===== src/rtl/mux_rr_nx1_reg_pkg.sv =====
// Shared constants for the N-input library muxes: arbitration modes and
// the selector-width rule reused by later N-input blocks.
package mux_rr_nx1_reg_pkg;

    localparam int MODE_FIXED = 0;
    localparam int MODE_RR    = 1;

    // Selector width never collapses to zero bits, even for a single channel.
    function automatic int sel_w(input int n);
        return (n > 1) ? $clog2(n) : 1;
    endfunction

endpackage


===== src/rtl/mux_rr_nx1_reg_rr_grant.sv =====
// Combinational arbiter: picks one requester, scanning from ptr (round-robin)
// or from channel 0 (fixed priority), with explicit wrap for any channel count.
module mux_rr_nx1_reg_rr_grant
    import mux_rr_nx1_reg_pkg::*;
#(
    parameter int CHANNELS = 4
) (
    input  logic [CHANNELS-1:0]         req,
    input  logic [sel_w(CHANNELS)-1:0]  ptr,
    input  logic                        rr_mode,
    output logic [CHANNELS-1:0]         gnt,
    output logic [sel_w(CHANNELS)-1:0]  gnt_idx,
    output logic                        any
);

    localparam int SEL_W = sel_w(CHANNELS);

    int start;
    int idx;

    // NOTE: every output gets a default before the scan so no path leaves a latch.
    always_comb begin
        gnt     = '0;
        gnt_idx = '0;
        any     = 1'b0;
        idx     = 0;
        start   = rr_mode ? int'(ptr) : 0;
        for (int k = 0; k < CHANNELS; k++) begin
            idx = start + k;
            if (idx >= CHANNELS) idx = idx - CHANNELS;
            if (!any && req[idx]) begin
                any      = 1'b1;
                gnt[idx] = 1'b1;
                gnt_idx  = SEL_W'(idx);
            end
        end
    end

endmodule


===== src/rtl/mux_rr_nx1_reg.sv =====
// N-channel, WIDTH-bit arbitrated mux with valid/ready handshake on every
// channel and a single registered output stage.
module mux_rr_nx1_reg
    import mux_rr_nx1_reg_pkg::*;
#(
    parameter int WIDTH    = 2,
    parameter int CHANNELS = 4,
    parameter int RR_MODE  = 1,
    parameter int PwrC     = 0
) (
    input  logic                         clk,
    input  logic                         reset_L,
    input  logic [CHANNELS-1:0]          in_valid,
    input  logic [CHANNELS*WIDTH-1:0]    in_data,
    output logic [CHANNELS-1:0]          in_ready,
    input  logic                         out_ready,
    output logic                         out_valid,
    output logic [WIDTH-1:0]             out_data,
    output logic [sel_w(CHANNELS)-1:0]   out_sel
);

    localparam int   SEL_W = sel_w(CHANNELS);
    localparam logic RR_EN = (RR_MODE == MODE_RR);

    if (WIDTH < 1 || CHANNELS < 1 || PwrC < 0) begin : g_bad_params
        $error("mux_rr_nx1_reg: WIDTH and CHANNELS must be >= 1, PwrC >= 0");
    end

    logic                valid_q, valid_d;
    logic [WIDTH-1:0]    data_q,  data_d;
    logic [SEL_W-1:0]    sel_q,   sel_d;
    logic [SEL_W-1:0]    ptr_q,   ptr_d;

    logic [CHANNELS-1:0] gnt;
    logic [SEL_W-1:0]    gnt_idx;
    logic                any;
    logic                load;
    logic [WIDTH-1:0]    gnt_data;

    mux_rr_nx1_reg_rr_grant #(
        .CHANNELS (CHANNELS)
    ) u_rr_grant (
        .req     (in_valid),
        .ptr     (ptr_q),
        .rr_mode (RR_EN),
        .gnt     (gnt),
        .gnt_idx (gnt_idx),
        .any     (any)
    );

    assign load     = ~valid_q | out_ready;
    // Reset also gates the grant so no handshake can complete while held in reset.
    assign in_ready = gnt & {CHANNELS{load & reset_L}};

    // One-hot AND-OR data select keyed off the grant vector.
    always_comb begin
        gnt_data = '0;
        for (int i = 0; i < CHANNELS; i++) begin
            gnt_data = gnt_data | (in_data[i*WIDTH +: WIDTH] & {WIDTH{gnt[i]}});
        end
    end

    always_comb begin
        valid_d = valid_q;
        data_d  = data_q;
        sel_d   = sel_q;
        ptr_d   = ptr_q;
        if (load) begin
            valid_d = any;
            if (any) begin
                data_d = gnt_data;
                sel_d  = gnt_idx;
                if (RR_EN) begin
                    ptr_d = (int'(gnt_idx) == CHANNELS - 1) ? '0 : SEL_W'(int'(gnt_idx) + 1);
                end
            end
        end
    end

    // NOTE: state registers use non-blocking assignments so all flops update together.
    always_ff @(posedge clk or negedge reset_L) begin
        if (!reset_L) begin
            valid_q <= 1'b0;
            data_q  <= '0;
            sel_q   <= '0;
            ptr_q   <= '0;
        end else begin
            valid_q <= valid_d;
            data_q  <= data_d;
            sel_q   <= sel_d;
            ptr_q   <= ptr_d;
        end
    end

    assign out_valid = valid_q;
    assign out_data  = data_q;
    assign out_sel   = sel_q;

endmodule


===== config.mk =====
export PLATFORM = sky130hd
export DESIGN_NAME = mux_rr_nx1_reg
export DESIGN_NICKNAME = d
export VERILOG_FILES = /design/src/rtl/mux_rr_nx1_reg_pkg.sv /design/src/rtl/mux_rr_nx1_reg_rr_grant.sv /design/src/rtl/mux_rr_nx1_reg.sv
export SDC_FILE = /design/constraint.sdc
export NUM_CORES = 1
export LEC_CHECK = 0
export ABC_AREA = 1
export BUFFER_PORTS_ARGS = -buffer_cell sky130_fd_sc_hd__buf_2
export CORE_MARGIN = 2
export CORE_UTILIZATION = 40
export DETAILED_ROUTE_END_ITERATION = 7
export PLACE_DENSITY_LB_ADDON = 0.15
export SYNTH_ARGS = -nofsm -noshare
export SYNTH_HDL_FRONTEND = slang
export SYNTH_SLANG_ARGS = --single-unit

===== constraint.sdc =====
create_clock -name clk -period 3.1 [get_ports clk]
set_clock_uncertainty 0.15 [all_clocks]
set_input_delay 0.31 -clock clk [delete_from_list [all_inputs] [get_ports clk]]
set_output_delay 0.31 -clock clk [all_outputs]
set_load 0.1 [all_outputs]

==> flow_metrics.tcl <==
set metrics [dict create \
    r2r_start "ptr_q[1]$_DFFE_PN0P_" \
    postCtsSetupBuffers 0 \
    ys_seq_area_share_pct 19.4 \
    final_cell_mix "39 x nand2_1, 19 x buf_2, 13 x inv_1, 13 x nand2_2, 11 x nand3_1" \
    grt_pass1_wl_mm 3.23 \
    cts.clk_slew.worst_paths_ns 0.05 \
    area_growth_pct 24.1 \
    htree_levels 1 \
    clock_latency_ns 0.24 \
    die_area_um2 2650 \
    synth_compound_area_share_pct 8.74 \
    fin_nets 180 \
    path_buf_inv 4 \
    grt_overflow_total 0 \
    synth_top_family_by_area "simple AND/OR/NAND/NOR gates" \
    port-buffer-count 23 \
    hp-start "in_data[7]" \
    r2r_end "ptr_q[1]$_DFFE_PN0P_" \
    synth_xor_area_share_pct 0.971 \
    worst-r2r-setup-slack_ns 0.79 \
    max_stage_delay_ns 0.49 \
    antenna_found_initial 0 \
    path_delay_family "buffers and inverters" \
    status "complete, no violations" \
    drc 0 \
    cts_tree "yes" \
    end_kind "primary output" \
    syn_area_um2 902 \
    cts-root-buf "clkbuf_4" \
    dp_hpwl_mm 1.54 \
    cts_buffers 3 \
    setup_ws_ns 0.264 \
    dr.pass1.iters 4 \
    syn_inst 131 \
    routedWlPerCell_um 9.48 \
    drtAntennaViolNets 0 \
    setup_violations 0 \
    critPathSlowestCell "dfrtp_1" \
    cp.arrival_ns 2.38 \
    met1_usage_pct 21.9 \
    yosys_warnings 0 \
    ys_ff_latch 7 \
    drt-initial-drc-count 17 \
    fp.dieH_um 51.5 \
    grt_max_degree 10 \
    worst_r2r_path_depth 12 \
    hold_violations 0 \
    cap_violations 0 \
    cts.sinks 7 \
    slew_headroom_pct 67.7 \
    tightest_slew_ns 0.488 \
    finalCriticalPeriod_ns 2.84 \
    grt_use_total_pct 15.4 \
    tns_ns 0 \
    period_share_pct 91.5 \
    yosys.area_share.simple_pct 54.4 \
    synth_nets 151 \
    layout.cells.most_common "nand2_1" \
    diodes 0 \
    met2_usage_pct 24.8 \
    drive_above_1_share_pct 37.1 \
    finalWirelength_mm 1.77 \
    clk_path_buf_depth 2 \
    io_pins 24 \
    fillers 217 \
    routed-via-count 867 \
    core_um2 2170 \
    start_kind "flop" \
    required_ns 2.64 \
    place_ws_ns 0.426 \
    routabilityCongestion 0.836 \
    vias_per_cell 4.64 \
    hold_depth 5 \
    rsz0062_at_grt "no" \
    synth_area_per_cell_um2 6.89 \
    initial_utilization_pct 41.6 \
    busiest_layer "met2" \
    synth_cell_types 24 \
    synth_fa_ha_area_share_pct 6.93 \
    critical_path.max_fanout 7 \
    use_met3_pct 3.45 \
    critPathKind "reg2out" \
    slew_viol_final 0 \
    rows 17 \
    worstHoldPathType "in2reg" \
    whs_endpoint "out_data[1]$_DFFE_PN0P_" \
    cp_cell_sequence "inv_2, ha_1, inv_1, nand3_1, nand2_2, nand3_1, nor2_2, a21oi_1, nand2_2, nand2_1, inv_1, clkbuf_4" \
    synthMuxAreaShare_pct 0 \
    fp.dieW_um 51.5 \
    max_freq_ghz 0.353 \
    grt_pass1_vias 802 \
]
==> final cells by class <==
type,instances,area (um^2),share of cell area (%)
Clock buffer,4,26.3,2.35
Inverter,18,75.1,6.70
Timing Repair Buffer,25,168,15.0
Sequential cell,7,175,15.6
Multi-Input combinational cell,105,641,57.2
Tap cell,28,35.0,3.13
==> kinds of logic after synthesis <==
family / Yosys count
adder cells (fa/ha/maj): 5
buffers and inverters: 19
XOR/XNOR: 1
AND/OR/NAND/NOR: 87
AO/OA/AOI/OAI: 12
flip-flops: 7
==> through the flow <==
| stage | instance area (um^2) | hold WS (ns) | cells | util, % |
|---|---|---|---|---|
| after floorplan | 902 | -0.136 | 131 | - |
| after global placement | 1080 | 0.00324 | 182 | 49.7 |
| after detailed placement | 1080 | 0.00432 | 182 | 49.7 |
| after CTS | 1110 | 0.250 | 187 | 51.4 |
| after global routing | 1120 | 0.286 | 187 | 51.6 |
| final | 1120 | 0.243 | 187 | 51.6 |
==> per-layer routing <==
layer / vias up / share of wire [%]
met5: - / 0
met4: 0 / 0
met3: 0 / 4.8
met2: 18 / 46
met1: 378 / 49
li1: 471 / -
==> timing repair <==
| item | in CTS | in global routing |
|---|---|---|
| setup endpoints to repair | 0 | 2 |
| gates resized for setup | 0 | 2 |
| endpoints found under the hold margin | 7 | 0 |
| hold buffers | 1 | 0 |
==> how the worst max path moves through the flow <==
stage | slack [ns] | cells after the start | to | start
6_report | 0.26 | 12 | in_ready[3] | ptr_q[1]$_DFFE_PN0P_
3_5_place_dp | 0.43 | 12 | in_ready[3] | ptr_q[1]$_DFFE_PN0P_
3_3_place_gp | 0.43 | 12 | in_ready[3] | ptr_q[1]$_DFFE_PN0P_
4_1_cts | 0.15 | 12 | in_ready[3] | ptr_q[1]$_DFFE_PN0P_
2_1_floorplan | 0.41 | 12 | in_ready[0] | flop
5_1_grt | 0.05 | 11 | in_ready[1] | ptr_q[1]$_DFFE_PN0P_
==> worst reg2reg max path: cells and delay by family, from the launching register on <==
family	cells	cell delay [ns]
and+or+nand+nor	6	0.59
DFF	1	0.49
adders and majority gates	1	0.39
buffers and inverters	3	0.29
xor gates and xnor gates	1	0.21
AOI/OAI and AO/OA	1	0.07
==> cells in the mapped netlist <==
cell	instances	share of area, %
nand2_1	39	16
nor2_4	1	1.2
nor2_8	2	4.4
a21boi_0	4	3.3
xor2_1	1	0.97
buf_6	1	1.2
o21ai_1	1	0.55
nand2_2	13	9.0
inv_8	1	1.2
nor2_2	1	0.69
a31oi_1	1	0.69
ha_1	5	6.9
nand3_2	2	2.2
a21oi_1	4	2.2
inv_1	13	5.4
nor2_1	8	3.3
dfrtp_1	7	19
nand2_4	5	6.2
o21ai_2	2	1.9
nand3_4	1	1.9
nand3_1	11	6.1
nand4_1	3	2.1
inv_2	4	1.7
nand3b_1	1	0.83
Power is not shown: default switching activity piles up to over one toggle a cycle in this logic, so the estimate is an artifact.
